[src/rtl/regfile_wb_8x.sv]
// regfile_wb_8x: 8-entry register file with write-through bypass and per-register pending-write scoreboard
module regfile_wb_8x #(
  parameter int DATA_W  = 16,
  parameter int PEND_W  = 2,
  parameter int ZERO_R0 = 1
) (
  input  logic              clk,
  input  logic              reset_n,
  input  logic              wr_en,
  input  logic [7:0]        wr_sel,
  input  logic [DATA_W-1:0] wr_data,
  input  logic [2:0]        rd_addr_a,
  output logic [DATA_W-1:0] rd_data_a,
  input  logic [2:0]        rd_addr_b,
  output logic [DATA_W-1:0] rd_data_b,
  input  logic              iss_valid,
  input  logic              iss_wr,
  input  logic [2:0]        iss_dest,
  output logic [7:0]        busy,
  output logic              hazard_a,
  output logic              hazard_b,
  output logic              pend_full,
  output logic              err_sel,
  output logic              err_uflow
);
  localparam logic [PEND_W-1:0] MAX = '1;
  localparam logic [7:0] KEEP = (ZERO_R0 != 0) ? 8'hFE : 8'hFF;
  logic [DATA_W-1:0] regs [8];
  logic [PEND_W-1:0] cnt [8];
  logic one_hot;
  logic [7:0] wmask, inc, dec;
  assign one_hot   = (wr_sel != 8'h00) && ((wr_sel & (wr_sel - 8'h01)) == 8'h00);
  assign wmask     = (wr_en && one_hot) ? (wr_sel & KEEP) : 8'h00;
  assign pend_full = cnt[iss_dest] == MAX;
  assign rd_data_a = wmask[rd_addr_a] ? wr_data : regs[rd_addr_a];
  assign rd_data_b = wmask[rd_addr_b] ? wr_data : regs[rd_addr_b];
  assign hazard_a  = cnt[rd_addr_a] != PEND_W'(dec[rd_addr_a]);
  assign hazard_b  = cnt[rd_addr_b] != PEND_W'(dec[rd_addr_b]);
  // per-register issue/retire strobes; R0 never counts when it is hardwired to zero
  always_comb begin
    inc  = 8'h00;
    dec  = 8'h00;
    busy = 8'h00;
    for (int i = 0; i < 8; i++) begin
      busy[i] = cnt[i] != '0;
      inc[i]  = iss_valid & iss_wr & (iss_dest == 3'(i)) & ~pend_full & KEEP[i];
      dec[i]  = wmask[i] & busy[i];
    end
  end
  // register array, pending counters and sticky error flags
  always_ff @(posedge clk or negedge reset_n) begin
    if (!reset_n) begin
      for (int i = 0; i < 8; i++) begin
        regs[i] <= '0;
        cnt[i]  <= '0;
      end
      err_sel   <= 1'b0;
      err_uflow <= 1'b0;
    end else begin
      for (int i = 0; i < 8; i++) begin
        if (wmask[i]) regs[i] <= wr_data;
        if (inc[i] && !dec[i]) cnt[i] <= cnt[i] + 1'b1;
        else if (dec[i] && !inc[i]) cnt[i] <= cnt[i] - 1'b1;
      end
      err_sel   <= err_sel | (wr_en & ~one_hot);
      err_uflow <= err_uflow | (|(wmask & ~busy));
    end
  end
endmodule

[config.mk]
export PLATFORM = sky130hd
export DESIGN_NAME = regfile_wb_8x
export DESIGN_NICKNAME = d
export VERILOG_FILES = /design/src/rtl/regfile_wb_8x.sv
export SDC_FILE = /design/constraint.sdc
export NUM_CORES = 1
export LEC_CHECK = 0
export CELL_PAD_IN_SITES_DETAIL_PLACEMENT = 1
export CELL_PAD_IN_SITES_GLOBAL_PLACEMENT = 1
export CORE_MARGIN = 4
export CORE_UTILIZATION = 47
export CTS_BUF_LIST = sky130_fd_sc_hd__clkbuf_4 sky130_fd_sc_hd__clkbuf_8 sky130_fd_sc_hd__clkbuf_16
export CTS_CLUSTER_DIAMETER = 200
export DETAILED_ROUTE_END_ITERATION = 8
export PLACE_DENSITY = 0.83
export SLEW_MARGIN = 10
export SYNTH_ARGS = -nofsm -noshare
export SYNTH_HDL_FRONTEND = slang
export SYNTH_SLANG_ARGS = --single-unit
export TNS_END_PERCENT = 10
[constraint.sdc]
create_clock -name clk -period 3.37 [get_ports clk]
set_input_delay 0.337 -clock clk [delete_from_list [all_inputs] [get_ports clk]]
set_output_delay 0.337 -clock clk [all_outputs]
set_load 0.005 [all_outputs]
==> results.txt, run 1 <==
The run finished with clean final reports. The total power divided by cell area is 515 nW/µm². The die covers 20,300 µm².

The horizontal die dimension came out at 143 µm. The cell leakage power came out at 4.72 nW. In the final design database the tool counted 861 nets. The area after detailed placement came out at 9760 µm². In this run the critical register-to-register path is captured at cnt[5]. For this run, the top clock speed supported by timing is 0.297 GHz. After routing the design area is 10,600 µm². The core region is 17,500 µm². The clock network power share is 32.9%. The final setup skew is 0.00642 ns.

The DRC violations left came out at 0. The part of the total power dissipated in combinational logic is 28.7%. The required time of the critical path came out at 3.03 ns. The critical path arrival is 3.03 ns.

Sorting the synthesized cells by area gives the leading types as sky130_fd_sc_hd__dfrtp_1 38%, sky130_fd_sc_hd__mux2_2 14%, sky130_fd_sc_hd__mux4_2 10%. In this run the clock root is driven by a sky130_fd_sc_hd__clkbuf_16. The total number of placement rows is 48. The wire length reported by the detailed router came out at 29,600 µm.

The relative slew slack is 60.0%. The synthesized netlist net count is 762. The signal on the critical path passes through clkdlybuf4s50_1, buf_4, buf_4, mux2i_1, mux2_2, a2111oi_0, a311oi_1, a221oi_2, clkdlybuf4s50_1. The global placer's final weighted congestion came out at 0.867. In this run the worst setup path terminates at rd_data_a[14]. The worst stage delay on the critical path is 0.57 ns. Cells with a size suffix above 1 make up 40.9% of the layout. The clock transition at the registers of the reported paths came out at 0.06 ns. Setup violations remaining at the end of the flow were counted as 0. The die is 143 µm tall.

The worst setup path is captured at a primary output. In this run the critical register-to-register path is launched from cnt[0]. Tracing the worst setup path back leads to its startpoint at wr_sel[7].

The wire length of the first global-routing pass is 45,800 µm. The final critical path takes up 99.9% of the cycle. In the synthesized netlist, the number of instances is 717. The number of cells on the worst reg-to-reg path came out at 8. Setup slack on the worst reg-to-reg path comes out at 0.61 ns. The total negative setup slack came out at 0 ns. In this run the tool buffered the top-level ports with 81 buffer cells.

The netlist area before placement is 8510 µm². The number of hold-slack violations in the final timing report came out at 0. For this design, the sink count on the clock tree is 128.

The worst hold-check slack came out at 0.438 ns. The maximum net fanout on the critical path is 11. The initial antenna violation count came out at 0.

The number of distinct library cells after synthesis came out at 69. The reported max-cap violation count came out at 0. 83 I/O pins were placed.

The all-layer global routing usage is 29.5%. The starting DRC count in detailed routing is 653. VDD sags by at most 0.404 mV.

The total congestion overflow after global routing came out at 0. The final count of pins violating max slew is 0. The final route contains 6,964 vias. The number of global-route vias before repair is 7,935. The mean post-synth cell area came out at 11.9 µm². Net switching is 33.6% of the power. The first TritonRoute pass finished after 5 iterations.

The fraction of post-synthesis cell area in the top cell type by area is 37.6%. The estimated wirelength of the detail-placed design came out at 18,800 µm. The type of origin of the critical path is an input pin. The worst-case clock buffer depth came out at 2. The count of flip-flops with a built-in enable after synthesis came out at 0. Sequential cells were found to cover 37.6% of the synthesized design area.

In the final routed layout, each cell accounts on average for 28.0 µm. The count of inserted antenna diode cells came out at 0. The register share of total power is 38.5%. The most used flip-flop cell after synthesis is sky130_fd_sc_hd__dfrtp_1. The internal power summed over all cells came out at 3.61 mW. After detailed routing, the number of vias per cell comes to 6.61.

The number of placed cells counting well taps came out at 1,015. The biggest area contributor in the post-synthesis netlist is sky130_fd_sc_hd__dfrtp_1. The overall power is 5.44 mW. Setup repair after global routing could not meet its margin everywhere. The cell type of the slowest stage on the worst timing path is sky130_fd_sc_hd__clkdlybuf4s50_1.

TritonCTS built the clock tree. The total of fill cells in the finished design came out at 1,768. During synthesis, Yosys emitted a total of 0 warnings. The CTS H-tree depth is 4. The switching component of the power is 1.83 mW. The number of standard cells in the layout, taps in and fillers out came out at 1,054. The clock latency reported for the late side of the worst-skew pair came out at 0.43 ns. Of all flip-flops after synthesis, the portion carrying an async set or reset was 100%. The min-delay analysis places its worst path in the category in2async.

The total clock buffers created by CTS is 17. The clock period minus final worst setup slack is 3.37 ns. The area added between synthesis and finish is 24.1%. The synthesized design contains 128 register bits. The worst setup path is of the in2out kind. The pin count of the biggest net entering global routing came out at 43. The number of routed nets with antenna violations came out at 0. The initial core utilization came out at 48.5%.

The actual slew at the worst max-slew pin is 0.599 ns.
-- synth_stat cells (7+ instances only) --
master and n:
sky130_fd_sc_hd__a221oi_1 9, sky130_fd_sc_hd__a221oi_2 10, sky130_fd_sc_hd__a22oi_1 32, sky130_fd_sc_hd__buf_1 9, sky130_fd_sc_hd__buf_2 17, sky130_fd_sc_hd__buf_6 9
sky130_fd_sc_hd__clkbuf_1 39, sky130_fd_sc_hd__dfrtp_1 128, sky130_fd_sc_hd__ha_1 7, sky130_fd_sc_hd__inv_1 45, sky130_fd_sc_hd__mux2_2 108, sky130_fd_sc_hd__mux2_4 40
sky130_fd_sc_hd__mux4_2 38, sky130_fd_sc_hd__nand2_1 21, sky130_fd_sc_hd__nand3_1 24, sky130_fd_sc_hd__nor2_1 21, sky130_fd_sc_hd__nor3_1 23, sky130_fd_sc_hd__o21ai_0 13
sky130_fd_sc_hd__o221ai_1 16, sky130_fd_sc_hd__xnor2_1 8, sky130_fd_sc_hd__xor2_1 17
-- worst min path at each step --
stage,end,slack [ns],startpoint
floorplan,cnt[0],0.04,reset_n
global placement,cnt[1],0.34,reset_n
detailed placement,cnt[2],0.37,reset_n
CTS,cnt[1],0.45,reset_n
global route,cnt[1],0.50,reset_n
finish,cnt[7],0.44,reset_n
-- area by class of cell --
cell class	instances	area (µm²)	area share [%]
sequential	128	3200	30.3
clock buffer	18	439	4.16
tap	225	282	2.66
multi-input combinational	467	4900	46.4
inverter	45	169	1.60
timing repair buffer	157	1450	13.7
clock inverter	14	121	1.15
-- worst max-delay path: cells and delay by family --
| kind | cells | cell delay, ns |
|---|---|---|
| AOI/OAI and AO/OA | 3 | 0.92 |
| buffers and inverters | 4 | 1.38 |
| muxes | 2 | 0.39 |
-- sequential cells by signal, summed over array words and instances (netlist names) --
name / cells
cnt: 14
regs: 112
err_sel: 1
err_uflow: 1
-- stage by stage --
| stage | utilization (%) | worst slack, ns |
|---|---|---|
| 6_report | 60.2 | 0.00296 |
| 2_1_floorplan | - | 0.852 |
| 4_1_cts | 59.7 | -0.0528 |
| 5_1_grt | 60.2 | -0.0679 |
| 3_3_place_gp | 55.6 | -0.266 |
| 3_5_place_dp | 55.6 | -0.304 |
-- per-layer routing --
layer  share of wire (%)  track usage, %  up-vias  wire length, µm
met5                   0               0        -                0
met4                 3.6            14.7        0             1060
met3                 5.4            4.47      103             1590
met2                  52            51.6      341            15500
met1                  39            35.4     3636            11500
li1                    -               -     2884                -
-- logic make-up (layout without fill, tap and decap cells) --
kind of cell,Yosys count,count (layout),synth area share (%)
AOI/OAI and AO/OA,117,117,11.5
DFF,128,128,37.6
muxes,192,192,32.1
buffers and inverters,122,234,6.70
xor gates and xnor gates,25,25,2.57
other,1,1,0.0440
adders and majority gates,7,7,1.03
and+or+nand+nor,125,125,8.44
-- power groups by stage --
stage	sequential, mW	clock (mW)	combinational [mW]
2_1_floorplan	1.95	0	0.959
3_3_place_gp	2.05	0	1.43
3_5_place_dp	2.10	0	1.49
4_1_cts	2.08	1.81	1.54
5_1_grt	2.13	1.90	1.66
6_report	2.10	1.79	1.56
-- cell usage in the layout, fill, tap and decap left out, drive strengths merged, types with 14 or more instances in the layout --
master / synthesis / routed
mux2: 148 / 148
dfrtp: 128 / 128
buf: 38 / 80
clkdlybuf4s50: 0 / 64
inv: 45 / 54
mux4: 38 / 38
a22oi: 32 / 32
nand2: 25 / 25
nand3: 24 / 24
nor3: 24 / 24
nor2: 21 / 21
a221oi: 19 / 19
clkbuf: 39 / 18
xor2: 17 / 17
o221ai: 16 / 16
o21ai: 14 / 14
-- repair_timing --
action / 4_1_cts / 5_1_grt
resized for setup: 29 / 14
pin swaps: 3 / 2
buffers inserted: 4 / 2
endpoints found under the setup margin: 34 / 30
hold buffers: 1 / 0
endpoints found under the hold margin: 37 / 0
Power figures use the tool's default switching activity.
==> run 2: changes to the inputs <==
==> constraint.sdc (replaced) <==
create_clock -name clk -period 3.37 [get_ports clk]
set_input_delay 0.8425 -clock clk [delete_from_list [all_inputs] [get_ports clk]]
set_output_delay 0.8425 -clock clk [all_outputs]
set_load 0.005 [all_outputs]
==> results.txt, run 2 (synthesis gave the netlist of run 1 again) <==
The initial core utilization is 48.5% (unchanged). The worst setup path is of the in2out kind. The switching component of the power came out at 2.18 mW (+19%).

The final count of pins violating max slew was 0 (unchanged). The wire length of the first global-routing pass is 55,800 µm (+22%). The clock period minus final worst setup slack came to 3.78 ns (+0.409 ns).

The estimated wirelength of the detail-placed design came out at 18,900 µm (+0.52%). The all-layer global routing usage is 37.0% (+7.5 points). The count of inserted antenna diode cells was 0 (unchanged).

The DRC violations left came out at 0 (unchanged). In this run the critical register-to-register path is captured at cnt[5]. The global placer's final weighted congestion came out at 0.936 (+7.9%). The pin count of the biggest net entering global routing came to 129 (+200%). Setup repair after global routing could not meet its margin everywhere. The clock network power share came out at 35.1% (+2.2 points). The total clock buffers created by CTS came out at 17 (unchanged).

The cts-stage hold buffer count is 0 (-1). The run finished, with violations left. The horizontal die dimension is 143 µm (unchanged).

The average routed wire per standard cell came out at 37.3 µm (+33%). The starting DRC count in detailed routing came out at 1,146 (+75%). Ranked by flip-flop count, first place goes to regs.

The reg-to-reg setup timing slack came out at 0.59 ns (-0.02 ns). The area of the core came out at 17,500 µm² (unchanged). The clock transition at the registers of the reported paths is 0.08 ns (+0.02 ns). The area growth from synthesis to layout is 36.4%.

The I/O pin count came out at 83 (unchanged). The final setup skew was 0.0219 ns (+0.0155 ns). The type of the most critical hold path is in2async. The switching portion of total power came out at 35.2% (+1.5 points). The die area was 20,300 µm² (unchanged). The library cell used most frequently in the layout, excluding fill and tap cells, is sky130_fd_sc_hd__dfrtp_1. The number of sinks driven by the clock tree came out at 128 (unchanged). The critical path arrival came out at 2.93 ns (-0.10 ns). The total power divided by cell area is 535 nW/µm² (+3.8%). The peak clock frequency supported by timing is 0.265 GHz (-11%). The via density per instance came out at 7.37 (+12%).

In the final layout, the registers with the most flip-flops are regs x112, cnt x14. The number of hold-slack violations in the final timing report is 0 (unchanged). The relative slew slack is 48.3% (-12 points).

The clock latency reported for the late side of the worst-skew pair is 0.46 ns (+0.03 ns). The number of flip-flops in the largest register came out at 112 (unchanged). The maximum net fanout on the critical path is 6 (-5). The net count reported at finish is 929 (+7.9%). The share of final-layout standard cells stronger than drive strength 1 is 55.7% (+15 points). The fraction of the cycle the final worst path needs came out at 112% (+12 points).

The part of the total power dissipated in combinational logic came out at 30.4% (+1.7 points). The actual slew at the worst max-slew pin is 0.775 ns (+0.176 ns). The overall power is 6.21 mW (+14%). The required time of the critical path came out at 2.53 ns (-0.50 ns). The type of element capturing the critical path is a primary output. The combined flip-flop and latch cell area came out at 3200 µm² (unchanged). The area of all placed cells without fillers came out at 11,600 µm² (+9.9%). The register share of total power came to 34.4% (-4.1 points).

The initial antenna violation count came out at 1 (+1). The cell at the root of the clock tree is sky130_fd_sc_hd__clkbuf_16. The number of cells on the worst reg-to-reg path is 9 (+1).

The number of vias after detailed routing came out at 8,271 (+19%). The count of input and output buffers came out at 81 (unchanged). The worst-case clock buffer depth came to 2 (unchanged). The total of fill cells in the finished design is 1,679 (-5.0%). The total number of placement rows is 48 (unchanged). The reported max-cap violation count is 0 (unchanged). The die outline height came to 143 µm (unchanged). The number of routed nets with antenna violations came out at 0 (unchanged). The top cell types in the final layout, fill and taps aside, are 128 x sky130_fd_sc_hd__dfrtp_1, 108 x sky130_fd_sc_hd__mux2_2, 101 x sky130_fd_sc_hd__buf_4, 45 x sky130_fd_sc_hd__inv_1, 40 x sky130_fd_sc_hd__mux2_4.

The wire length reported by the detailed router came to 41,800 µm (+42%). The worst IR drop on VDD is 0.452 mV (+12%). The checks that failed: negative setup slack. STA classifies the critical path startpoint as an input pin. The setup slack of the critical path after layout was -0.406 ns (-0.409 ns).

The number of global-route vias before repair came out at 8,398 (+5.8%). The startpoint of the worst-slack reg-to-reg timing path is cnt[0]. The area after detailed placement came out at 10,000 µm² (+2.9%). The multi-input combinational cell area was 5370 µm² (+9.7%). The cell leakage power was 5.33 nW (+13%). The CTS tree is yes. The total of endpoints with negative setup slack in the final report came out at 35 (+35). The internal power summed over all cells is 4.03 mW (+12%). The first-pass iteration count of the detailed router came out at 5 (unchanged). The total congestion overflow after global routing came out at 0 (unchanged).

The CTS H-tree depth came out at 4 (unchanged).
run 2: cell count changes in the layout (fill, tap and decap cells not counted), sizes merged, moves of 2 or more:
cell,change
buf,+106
clkdlybuf4s50,-31
inv,-8
dlygate4sd2,-7
bufinv,+5
dlymetal6s2s,-4
clkbuf,+3
clkinv,+2
run 2: how the worst max path moves through the flow:
stage | slack, ns | start | endpoint
after floorplan | -0.03 | wr_sel[4] | rd_data_b[14]
after global placement | -1.10 | wr_sel[3] | rd_data_b[14]
after detailed placement | -1.19 | wr_sel[4] | rd_data_b[14]
after CTS | -0.36 | wr_sel[3] | rd_data_b[4]
after global routing | -0.45 | wr_sel[2] | rd_data_a[1]
final | -0.41 | wr_sel[2] | rd_data_b[8]
run 2: what timing repair did:
| action | CTS | global route |
|---|---|---|
| cloned | 2 | 0 |
| setup buffers | 25 | 19 |
| endpoints found under the setup margin | 35 | 35 |
| pin swaps | 21 | 32 |
| resized for setup | 232 | 77 |
run 2: per-layer routing:
metal | up-vias | wire length (µm) | share of wire, % | global-route usage [%]
li1 | 3009 | - | - | -
met1 | 4149 | 14700 | 35 | 44.3
met2 | 774 | 19200 | 46 | 61.3
met3 | 337 | 3950 | 9.4 | 8.77
met4 | 2 | 3960 | 9.5 | 21.0
met5 | - | 13 | 0.031 | 0
run 2: layout make-up:
cell class              instances  area share (%)
clock buffers                  18            3.78
clock inverters                14            1.83
inverters                      45            1.45
multi-input cells             468            46.3
flip-flops and latches        128            27.6
well taps                     225            2.42
repair buffers                224            16.7
run 2: worst max-delay path, stage by stage:
cell,delay (ns)
sky130_fd_sc_hd__clkbuf_4,0.17
sky130_fd_sc_hd__buf_4,0.17
sky130_fd_sc_hd__o21ai_0,0.28
sky130_fd_sc_hd__o211ai_1,0.18
sky130_fd_sc_hd__a21oi_1,0.26
sky130_fd_sc_hd__buf_4,0.18
sky130_fd_sc_hd__o31ai_4,0.09
sky130_fd_sc_hd__buf_12,0.17
sky130_fd_sc_hd__buf_4,0.14
sky130_fd_sc_hd__a221oi_4,0.25
sky130_fd_sc_hd__buf_2,0.18
run 2: power by group through the flow:
stage | registers [mW] | logic (mW) | clock network, mW
after detailed placement | 2.09 | 1.56 | 0
after global routing | 2.15 | 1.96 | 2.23
after CTS | 2.08 | 1.65 | 2.11
after global placement | 2.05 | 1.48 | 0
final | 2.14 | 1.89 | 2.18
after floorplan | 1.95 | 0.960 | 0
run 2: stage by stage:
stage	setup TNS (ns)	util (%)	std cells	hold WS, ns	setup WS [ns]
after floorplan	-0.199	-	717	0.451	-0.0278
after global placement	-37.53	57.3	1046	0.443	-1.10
after detailed placement	-45.45	57.3	1046	0.459	-1.19
after CTS	-9.90	63.5	1105	0.472	-0.363
after global routing	-14.05	66.2	1122	0.515	-0.453
final	-12.03	66.2	1122	0.464	-0.406
==> run 3: changes to the inputs <==
--- a/config.mk
+++ b/config.mk
@@ -12,6 +12,7 @@
 export CTS_BUF_LIST = sky130_fd_sc_hd__clkbuf_4 sky130_fd_sc_hd__clkbuf_8 sky130_fd_sc_hd__clkbuf_16
 export CTS_CLUSTER_DIAMETER = 200
 export DETAILED_ROUTE_END_ITERATION = 8
+export GPL_TIMING_DRIVEN = 0
 export PLACE_DENSITY = 0.83
 export SLEW_MARGIN = 10
 export SYNTH_ARGS = -nofsm -noshare
==> results.txt, run 3 (synthesis gave the netlist of run 1 again) <==
The setup slack of the critical path after layout is -0.614 ns (-0.209 ns). The wire length reported by the detailed router is 37,600 µm (-10%). The average routed wire per standard cell came out at 35.0 µm (-6.2%). The total number of placement rows came out at 48 (unchanged).

The number of sinks driven by the clock tree came out at 128 (unchanged). The number of routed nets with antenna violations is 0 (unchanged). The worst IR drop on VDD is 0.398 mV (-12%). The required time of the critical path is 2.53 ns (about the same). The cts-stage hold buffer count is 0 (unchanged). STA classifies the critical path startpoint as an input pin. The net count reported at finish came out at 880 (-5.3%). The final count of pins violating max slew is 0 (unchanged).

The root buffer cell chosen for the clock tree is sky130_fd_sc_hd__clkbuf_16. The critical path arrival came out at 3.14 ns (+0.21 ns). The total congestion overflow after global routing came out at 0 (unchanged).

The count of input and output buffers is 58 (-28%). The number of global-route vias before repair is 8,266 (-1.6%). The run finished, with violations left. The I/O pin count was 83 (unchanged). The pin count of the biggest net entering global routing came out at 74 (-43%). The peak clock frequency supported by timing came to 0.251 GHz (-5.2%). The area of all placed cells without fillers came out at 11,000 µm² (-5.5%). The pre-CTS setup slack came out at -1.68 ns (-0.497 ns). By startpoint and endpoint, the worst setup path is classified as in2out. The area after detailed placement came out at 9410 µm² (-6.3%). The number of flip-flops in the largest register is 112 (unchanged). The critical path starts at wr_sel[5]. The cell leakage power is 4.96 nW (-7.1%). The CTS tree is yes. The via density per instance came to 7.24 (-1.8%). The initial antenna violation count came out at 0 (-1). The total of endpoints with negative setup slack in the final report came out at 34 (-2.9%).

The DRC violations left came out at 0 (unchanged). The CTS H-tree depth was 4 (unchanged). The actual slew at the worst max-slew pin came out at 0.944 ns (+0.169 ns). The area added between synthesis and finish came out at 28.9%. The wire length of the first global-routing pass was 50,700 µm (-9.1%). The fraction of the cycle the final worst path needs is 118% (+6.2 points).

The checks that failed: negative setup slack. The reported max-cap violation count was 0 (unchanged). The die outline height came out at 143 µm (unchanged).

The routed metal-1 wirelength came out at 13,900 µm (-5.7%). The most flop-heavy register is regs. In this run the worst hold path is classified as in2async. The final setup skew came out at 0.00513 ns (-0.0168 ns). The global placer's final weighted congestion is 0.853 (-8.8%).

The library cells used most frequently in the layout, excluding fill and tap cells, are 128 x sky130_fd_sc_hd__dfrtp_1, 108 x sky130_fd_sc_hd__mux2_2, 45 x sky130_fd_sc_hd__inv_1, 40 x sky130_fd_sc_hd__mux2_4, 38 x sky130_fd_sc_hd__mux4_2. The maximum net fanout on the critical path came out at 10 (+4). The clock latency reported for the late side of the worst-skew pair came out at 0.43 ns (-0.03 ns). The share of final-layout standard cells stronger than drive strength 1 came out at 49.9% (-5.9 points). Setup repair after global routing could not meet its margin everywhere. The count of inserted antenna diode cells is 0 (unchanged). The relative slew slack came out at 36.5% (-12 points). The type of element capturing the critical path is a primary output.

The startpoint of the worst-slack reg-to-reg timing path is cnt[0]. The worst hold-check slack came out at 0.377 ns (-0.0876 ns). The wire length on met2 came out at 17,700 µm (-8.2%). The area of the core is 17,500 µm² (unchanged).

The number of hold-slack violations in the final timing report was 0 (unchanged). The first-pass iteration count of the detailed router was 6 (+1). The starting DRC count in detailed routing is 1,026 (-10%). The wire length on met3 is 3470 µm (-12%). The worst-case clock buffer depth is 2 (unchanged). The clock period minus final worst setup slack was 3.98 ns (+0.209 ns). The library cell used most frequently in the layout, excluding fill and tap cells, is sky130_fd_sc_hd__dfrtp_1. In the final layout, the registers with the most flip-flops are regs x112, cnt x14. The estimated wirelength of the detail-placed design is 18,700 µm (-0.82%). The total clock buffers created by CTS is 17 (unchanged). The all-layer global routing usage is 33.1% (-4.0 points). The die area is 20,300 µm² (unchanged).

The clock transition at the registers of the reported paths was 0.07 ns (about the same). After detailed routing, no signal wire sits above met4. The initial core utilization is 48.5% (unchanged).

The number of vias after detailed routing is 7,768 (-6.1%). The total power divided by cell area came out at 529 nW/µm² (-1.2%). The horizontal die dimension came out at 143 µm (unchanged).
run 3: cell count changes in the layout (fill, tap and decap cells not counted), moves of 10 or more:
cell / change
sky130_fd_sc_hd__clkbuf_2: +15
sky130_fd_sc_hd__clkdlybuf4s50_1: -17
sky130_fd_sc_hd__clkbuf_1: +20
sky130_fd_sc_hd__nand3_2: -10
sky130_fd_sc_hd__buf_4: -72
sky130_fd_sc_hd__nand3_1: +11
run 3: worst max-delay path, stage by stage:
cell                              delay (ns)
sky130_fd_sc_hd__buf_12                 0.10
sky130_fd_sc_hd__buf_4                  0.16
sky130_fd_sc_hd__buf_6                  0.17
sky130_fd_sc_hd__nor4b_1                0.53
sky130_fd_sc_hd__nand4_1                0.24
sky130_fd_sc_hd__and4_1                 0.26
sky130_fd_sc_hd__o32a_1                 0.37
sky130_fd_sc_hd__clkdlybuf4s50_1        0.47
run 3: layout make-up:
cell class / instances / area [µm²]
tap: 225 / 282
sequential: 128 / 3200
fill: 1750 / 6560
clock inverter: 14 / 158
timing repair buffer: 99 / 836
clock buffer: 18 / 439
inverter: 45 / 169
buffer: 77 / 609
multi-input combinational: 467 / 5280
run 3: routing by layer:
metal	track usage, %	vias to the layer above
met1	39.8	3963
met4	18.6	0
met2	55.1	646
li1	-	2926
met3	7.06	233
met5	0	-
run 3: per-stage QoR:
step	util (%)	setup TNS (ns)	power, mW	std cells
2_1_floorplan	-	-0.199	2.91	717
3_3_place_gp	53.5	-489.43	3.44	1000
3_5_place_dp	53.7	-60.98	3.54	1001
4_1_cts	61.0	-11.90	5.51	1061
5_1_grt	62.6	-15.61	5.97	1073
6_report	62.6	-14.58	5.80	1073
run 3: final timing paths:
path | endpoint | slack, ns | cells past startpoint
min in group clk | err_sel | 0.50 | 1
worst max-delay path | hazard_a | -0.61 | 8
max in group asynchronous | err_uflow | 2.20 | 2
worst min register to register | err_sel | 0.50 | 1
worst max register to register | cnt[7] | 0.42 | 10
worst min-delay path | regs[37] | 0.38 | 1
run 3: timing repair:
| action | CTS | global route |
|---|---|---|
| gates cloned | 1 | 1 |
| setup endpoints to repair | 43 | 37 |
| endpoints found under the hold margin | 0 | 0 |
| pin swaps | 25 | 15 |
| setup buffers | 27 | 11 |
| resized for setup | 266 | 56 |
run 3: where the power goes:
part | total (mW) | switching, mW | leakage [nW] | internal, mW
combinational | 1.82 | 0.967 | 2.97 | 0.849
clock | 1.92 | 0.798 | 0.277 | 1.12
sequential | 2.07 | 0.296 | 1.71 | 1.77
